===== src/rtl/marv32_fetch_buffer.sv =====
// marv32_fetch_buffer
//   Instruction fetch buffer between the imem response port and the decoder.
//   Circular FIFO of {pc, instr} pairs with valid/ready handshakes on both
//   sides. A flush (or reset) empties the buffer in one cycle. The decoder's
//   flush input is driven high whenever no valid head exists, so an empty
//   buffer turns into a decoder bubble.
//
//   Optional feature macro: MARV32_FETCH_BUFFER_BYPASS_EN
//     When defined, an incoming word on an empty buffer is shown to the
//     decoder in the same cycle. If the decoder takes it, the word is never
//     written.
//
// Ports
//   clk_in, reset_in (sync, active high)
//   flush_in                         pipeline redirect, discards all entries
//   fetch_valid_in/pc_in/instr_in    imem response
//   fetch_ready_out                  buffer not full
//   dec_valid_out/ready_in           decoder handshake
//   dec_pc_out/instr_out             head entry (NOP_INSTR / 0 when empty)
//   dec_flush_out                    flush_in | ~dec_valid_out
//   count_out                        occupancy
module marv32_fetch_buffer #(
  parameter int          DEPTH     = 4,
  parameter logic [31:0] NOP_INSTR = 32'h0000_0013
) (
  input  logic                     clk_in,
  input  logic                     reset_in,
  input  logic                     flush_in,
  input  logic                     fetch_valid_in,
  input  logic [31:0]              fetch_pc_in,
  input  logic [31:0]              fetch_instr_in,
  output logic                     fetch_ready_out,
  output logic                     dec_valid_out,
  input  logic                     dec_ready_in,
  output logic [31:0]              dec_pc_out,
  output logic [31:0]              dec_instr_out,
  output logic                     dec_flush_out,
  output logic [$clog2(DEPTH):0]   count_out
);
  localparam int AW = $clog2(DEPTH);
  localparam int CW = AW + 1;
  localparam logic [CW-1:0] FULL_CNT = CW'(DEPTH);

  logic [63:0]   r_mem [DEPTH];
  logic [AW-1:0] r_wr_ptr;
  logic [AW-1:0] r_rd_ptr;
  logic [CW-1:0] r_count;

  logic w_empty, w_full, w_push, w_pop, w_byp;
  logic [63:0] w_head;

  assign w_empty = (r_count == '0);
  assign w_full  = (r_count == FULL_CNT);
  assign w_head  = r_mem[r_rd_ptr];

`ifdef MARV32_FETCH_BUFFER_BYPASS_EN
  // Incoming word is forwarded straight to the decoder while empty.
  assign w_byp  = w_empty & fetch_valid_in & ~flush_in;
  // A forwarded word the decoder accepts is consumed without being stored.
  assign w_push = fetch_valid_in & ~w_full & ~flush_in & ~(w_byp & dec_ready_in);
`else
  assign w_byp  = 1'b0;
  assign w_push = fetch_valid_in & ~w_full & ~flush_in;
`endif
  // Pop only ever removes a stored entry; a bypassed word never counts here.
  assign w_pop  = ~w_empty & dec_ready_in & ~flush_in;

  // Full blocks the push even if a pop frees a slot in the same cycle.
  assign fetch_ready_out = ~w_full;
  assign dec_valid_out   = ~w_empty | w_byp;
  assign dec_flush_out   = flush_in | ~dec_valid_out;
  assign count_out       = r_count;

  always_comb begin
    dec_pc_out    = 32'h0;
    dec_instr_out = NOP_INSTR;
    if (!w_empty) begin
      dec_pc_out    = w_head[63:32];
      dec_instr_out = w_head[31:0];
    end else if (w_byp) begin
      dec_pc_out    = fetch_pc_in;
      dec_instr_out = fetch_instr_in;
    end
  end

  // Storage is not reset; count/pointers alone define what is valid.
  always_ff @(posedge clk_in) begin
    if (w_push && !reset_in) r_mem[r_wr_ptr] <= {fetch_pc_in, fetch_instr_in};
  end

  always_ff @(posedge clk_in) begin
    if (reset_in || flush_in) begin
      r_wr_ptr <= '0;
      r_rd_ptr <= '0;
      r_count  <= '0;
    end else begin
      if (w_push) r_wr_ptr <= r_wr_ptr + AW'(1);
      if (w_pop)  r_rd_ptr <= r_rd_ptr + AW'(1);
      case ({w_push, w_pop})
        2'b10:   r_count <= r_count + CW'(1);
        2'b01:   r_count <= r_count - CW'(1);
        default: r_count <= r_count;
      endcase
    end
  end
endmodule


===== config.mk =====
export PLATFORM = sky130hd
export DESIGN_NAME = marv32_fetch_buffer
export DESIGN_NICKNAME = d
export VERILOG_FILES = /design/src/rtl/marv32_fetch_buffer.sv
export SDC_FILE = /design/constraint.sdc
export NUM_CORES = 1
export LEC_CHECK = 0
export CORE_MARGIN = 1
export CORE_UTILIZATION = 30
export CTS_CLUSTER_SIZE = 14
export DETAILED_ROUTE_END_ITERATION = 10
export DONT_BUFFER_PORTS = 1
export PLACE_DENSITY = 0.54
export SLEW_MARGIN = 20
export SYNTH_ARGS = -nofsm -noshare
export SYNTH_HDL_FRONTEND = slang
export SYNTH_SLANG_ARGS = --single-unit

===== constraint.sdc =====
create_clock -name clk_in -period 3.9 [get_ports clk_in]
set_clock_uncertainty 0.1 [all_clocks]
set_input_delay 0.78 -clock clk_in [delete_from_list [all_inputs] [get_ports clk_in]]
set_output_delay 0.78 -clock clk_in [all_outputs]
set_load 0.02 [all_outputs]

== Yosys cells after proc, flatten, opt, wreduce, memory -nomap -nowiden ==
Memory sizes are Yosys's and may differ from the RTL's. A register that Yosys moved wholly into a read port is not among the register bits.
Cells that the tools add are included.

* Bitwise operators: 8
* Add/subtract/negate cells: 4
* Reduce and logical (&&, ||, !) cells: 5
* Multiplexer cells: 7
* Eq/ne operators: 3

{| class="wikitable"
|+ Operators with widths
! kind !! number
|-
| two-way mux 32 bit || 2
|-
| case mux 3 bit (2 select lines) || 1
|-
| adder 2 x 1 -> 2 bit, second input constant || 2
|-
| bitwise AND 1 bit || 4
|-
| two-way mux 2 bit || 2
|-
| adder 3 x 1 -> 3 bit, second input constant || 1
|-
| equality test 3 bit, second input constant || 1
|-
| logical NOT 3 bit || 1
|-
| NOT 1 bit || 3
|-
| subtractor 3 x 1 -> 3 bit, second input constant || 1
|-
| equality test 2 x 1 -> 1 bit, second input constant || 1
|-
| equality test 2 bit, second input constant || 1
|-
| two-way mux 1 bit || 2
|-
| nonzero test 2 bit || 1
|-
| logical AND 1 bit || 1
|-
| logical NOT 1 bit || 1
|-
| logical OR 1 bit || 1
|-
| OR 1 bit || 1
|}

* Logic and storage cells: 31
* Memories: 1
* Output and inout port bits: 70
* Input bits: 69
* Flip-flop bits (word level): 7
* RAM bits: 256

{| class="wikitable"
|+ Memories
! memory !! depth !! width !! rd ports !! clocked after Yosys merged registers in !! write ports !! RTL line !! source
|-
| r_mem || 4 || 64 || 1 || 1 || 1 || 44 || <nowiki>logic [63:0] r_mem [DEPTH];</nowiki>
|}

== Depth between registers and ports, before layout ==
* Depth after elaboration: 7
* Depth in mapped cells: 9

== Least setup slack after synthesis ==
Ideal clock, no wire load.

* Path type: input-to-reg
* Start point: in flush_in
* End point: mem r_mem[0][0], enable pin
* Slack: 743 ps
* Buffers on the path: 0
* Arrival: 2628 ps
* Required time: 3371 ps
* Stages on the path: 2
* Cells stage by stage: nor2_1 and3_1

* Cells in the longest elaborated chain, start to end: 5

{| class="wikitable"
|+ Ends and longest elaborated chain
! item !! RTL line !! source
|-
| from (decl) || 28 || <nowiki>input logic flush_in,</nowiki>
|-
| NOT 1 bit || 63 || <nowiki>assign w_push = fetch_valid_in & ~w_full & ~flush_in;</nowiki>
|-
| bitwise AND 1 bit || 63 ||
|-
| logical AND 1 bit || 88 || <nowiki>if (w_push && !reset_in) r_mem[r_wr_ptr] <= {fetch_pc_in, fetch_instr_in};</nowiki>
|-
| two-way mux 1 bit || 88 ||
|-
| two-way mux 1 bit (not written as such) || 88 ||
|-
| to (decl) || 44 ||
|}

Every way passes these cells.

== Worst setup path in the final report ==
* Start point: reg r_count[1] (netlist: count_out[1])
* End point: out dec_pc_out[7]

* Cells in the longest elaborated chain, start to end: 2

{| class="wikitable"
|+ Ends and longest elaborated chain
! item !! RTL line !! source
|-
| from (decl) || 47 || <nowiki>logic [CW-1:0] r_count;</nowiki>
|-
| from (signal assigned) || 100 || <nowiki>2'b10: r_count <= r_count + CW'(1);</nowiki>
|-
| from (signal assigned) || 101 || <nowiki>2'b01: r_count <= r_count - CW'(1);</nowiki>
|-
| from (signal assigned) || 102 || <nowiki>default: r_count <= r_count;</nowiki>
|-
| logical NOT 3 bit || 52 || <nowiki>assign w_empty = (r_count == '0);</nowiki>
|-
| two-way mux 32 bit || 77 || <nowiki>if (!w_empty) begin</nowiki>
|-
| to (decl) || 35 || <nowiki>output logic [31:0] dec_pc_out,</nowiki>
|}

Every way passes these cells.

==> results.cfg <==
[floorplan]
die_area_sq_um = 34800
initial_utilization_pct = 30.5
std_cell_rows = 67
core_area_sq_um = 33500
die_w_um = 187
dieHeight_um = 187
boundaryPins = 139

[critical_path]
cp_max_fo = 63
path_delay_family = simple AND/OR/NAND/NOR gates
cpPeakStageDelay_ps = 760
path_buf_inv = 1
cp_data_arrival_time_ps = 2680
critPathRequiredTime_ps = 3020
crit_slowest_cell = clkinv_2
endpoint_kind = output port
start_kind = register
crit_chain = nor3_2, clkinv_2, and2_1
setup.worst_path.class = register to output port

[clocking]
cts.clk_slew.worst_paths_ps = 60
cts_resized = 0
cts_tree = done
htreeDepth = 1
post_cts_buffers = 0
cts.sinks = 265
cts_buffers = 30
clkLatencyLatePin_ps = 550
clockRootBuffer = clkbuf_16
postCtsHoldBufs = 0
clk_path_buf_depth = 3

[route]
remaining_drc_errors = 0
drtIter0Drc = 231
num_vias = 4392
viasPerCell = 4.62
avgRoutedWirePerCell_um = 21.1
drt_pass1_iterations = 6
finalWirelength_mm = 20.0
antenna_left = 0

[timing]
setup_viol = 0
finalHoldViolCount = 0
layout_min_cycle_time_ps = 3560
slew_headroom_pct = 42.3
fin_crit_sh_pct = 91.3
rsz0062_at_grt = no
drv_slew = 0
max_freq_mhz = 281
finalSetupTns_ps = 0
worst_pin_slew_ps = 866

[run_status]
status = complete, no violations

[global_routing]
grt_pass1_vias = 4980
grt_pass1_wl_mm = 30.6
track_usage_pct = 11.6
grt_max_degree = 65
overflow = 0
antenna_found_initial = 0

[placed_design]
dp_hpwl_mm = 11.7
portBuffers = 0
placed_cell_area_sq_um = 10800
gp_congestion = 0.680

[cells_and_area]
syn2layout_area_growth_pct = 14.6
fin_area_sq_um = 11700
finish.utilization_pct = 35.0
drive_gt1_share_pct = 24.5
nets = 556
antennaDiodeCount = 0

[yosys]
syn_nets = 535
yosys_warnings = 0
ys_ff_latch = 265
synth_compound_area_share_pct = 0.489
synth_async_sr_flop_share_pct = 0
ys_seq_area_share_pct = 76.9
avgSynthCellArea_sq_um = 22.2
ys_top_cells_by_count = edfxtp_1, and2_1, mux4_2
ys.flop_type = edfxtp_1
synth_top_family_by_area = multiplexers
synth_most_common_cell = edfxtp_1
ys_types = 29
synth_fa_ha_area_share_pct = 0.807
synth_edf_count = 256
synthMuxAreaShare_pct = 14.2
synth_xor_xnor_area_share_pct = 0.257
synth_top_cell_area_share_pct = 75.2
synth_area_leaders = edfxtp_1, mux4_2, and2_1
synthesis.area_sq_um = 10200
synth-simple-area-share_pct = 5.19
yosys.area.top_type = edfxtp_1
synthCells = 460

[power_and_ir_drop]
p_leak_nw = 3.55
power_mw = 6.01
p_per_area_nw_per_um2 = 513
ir_drop_v = 0.000361

[hold_path]
hold_class = input port to register

[flow_run]
cap_violations = 0
-- sequential cells by signal, indices dropped and copies added, names as in the netlist, named ones only --
register and flops:
count_out 3, r_wr_ptr 2, r_rd_ptr 2, r_mem 256
-- metal layers --
layer,vias to the layer above,share of wire (%),track usage (%)
met5,-,0,0
met2,127,51,20.4
met1,2313,40,13.5
met4,0,3.0,3.81
met3,38,6.6,3.48
li1,1914,-,-
-- power breakdown --
group / internal [mW] / switching (mW)
clock: 1.64 / 1.08
combinational: 0.0451 / 0.0822
sequential: 3.15 / 0.00971
total: 4.84 / 1.17
-- metrics by stage --
step           hold slack, ps  cells  setup WS, ps
6_report                  220    950           340
5_1_grt                   193    950          18.6
4_1_cts                   190    950           476
3_5_place_dp              382    897          1070
3_3_place_gp              370    897          1160
2_1_floorplan             359    460           743
-- cells by family after synthesis --
logic type               count (synthesis)
flip-flops                             265
AND/OR/NAND/NOR                         87
multiplexers                            64
buffers and inverters                   27
AO/OA/AOI/OAI                            8
adder cells (fa/ha/maj)                  6
XOR/XNOR                                 3
-- area by class of cell --
class,instances,area [sq um]
Clock buffer,38,802
Clock inverter,15,155
Fill cell,3132,21800
Inverter,6,23.8
Multi-Input combinational cell,168,2170
Sequential cell,265,7880
Tap cell,448,561
Timing Repair Buffer,10,138
-- final timing paths --
path / to / depth (start not counted) / start / slack (ps)
min: r_mem[2][22] / 0 / fetch_instr_in[22] / 220
min reg2reg: register / 2 / r_rd_ptr[1] / 390
max: dec_pc_out[7] / 3 / count_out[1] / 340
max reg2reg: count_out[2] / 9 / count_out[2] / 1110
-- layout by cell type (no fill, tap or decap), types with 2 or more instances in the layout --
| master | count |
|---|---|
| inv_1 | 5 |
| clkinv_2 | 6 |
| edfxtp_1 | 256 |
| nand2_1 | 2 |
| clkbuf_1 | 7 |
| and2_1 | 61 |
| mux4_1 | 4 |
| dfxtp_4 | 2 |
| mux4_2 | 60 |
| nand4_1 | 2 |
| or2_1 | 3 |
| buf_12 | 5 |
| clkbuf_16 | 31 |
| clkinv_4 | 2 |
| nor2_1 | 7 |
| ha_1 | 5 |
| and3_4 | 4 |
| nand2b_1 | 2 |
| dfxtp_1 | 7 |
| xor2_1 | 3 |
| bufinv_16 | 3 |
| clkinv_1 | 4 |
| o21ai_0 | 3 |
| or3_1 | 2 |
| buf_4 | 5 |
| a21oi_1 | 3 |
Note: power is estimated with default switching activity, not from simulation.
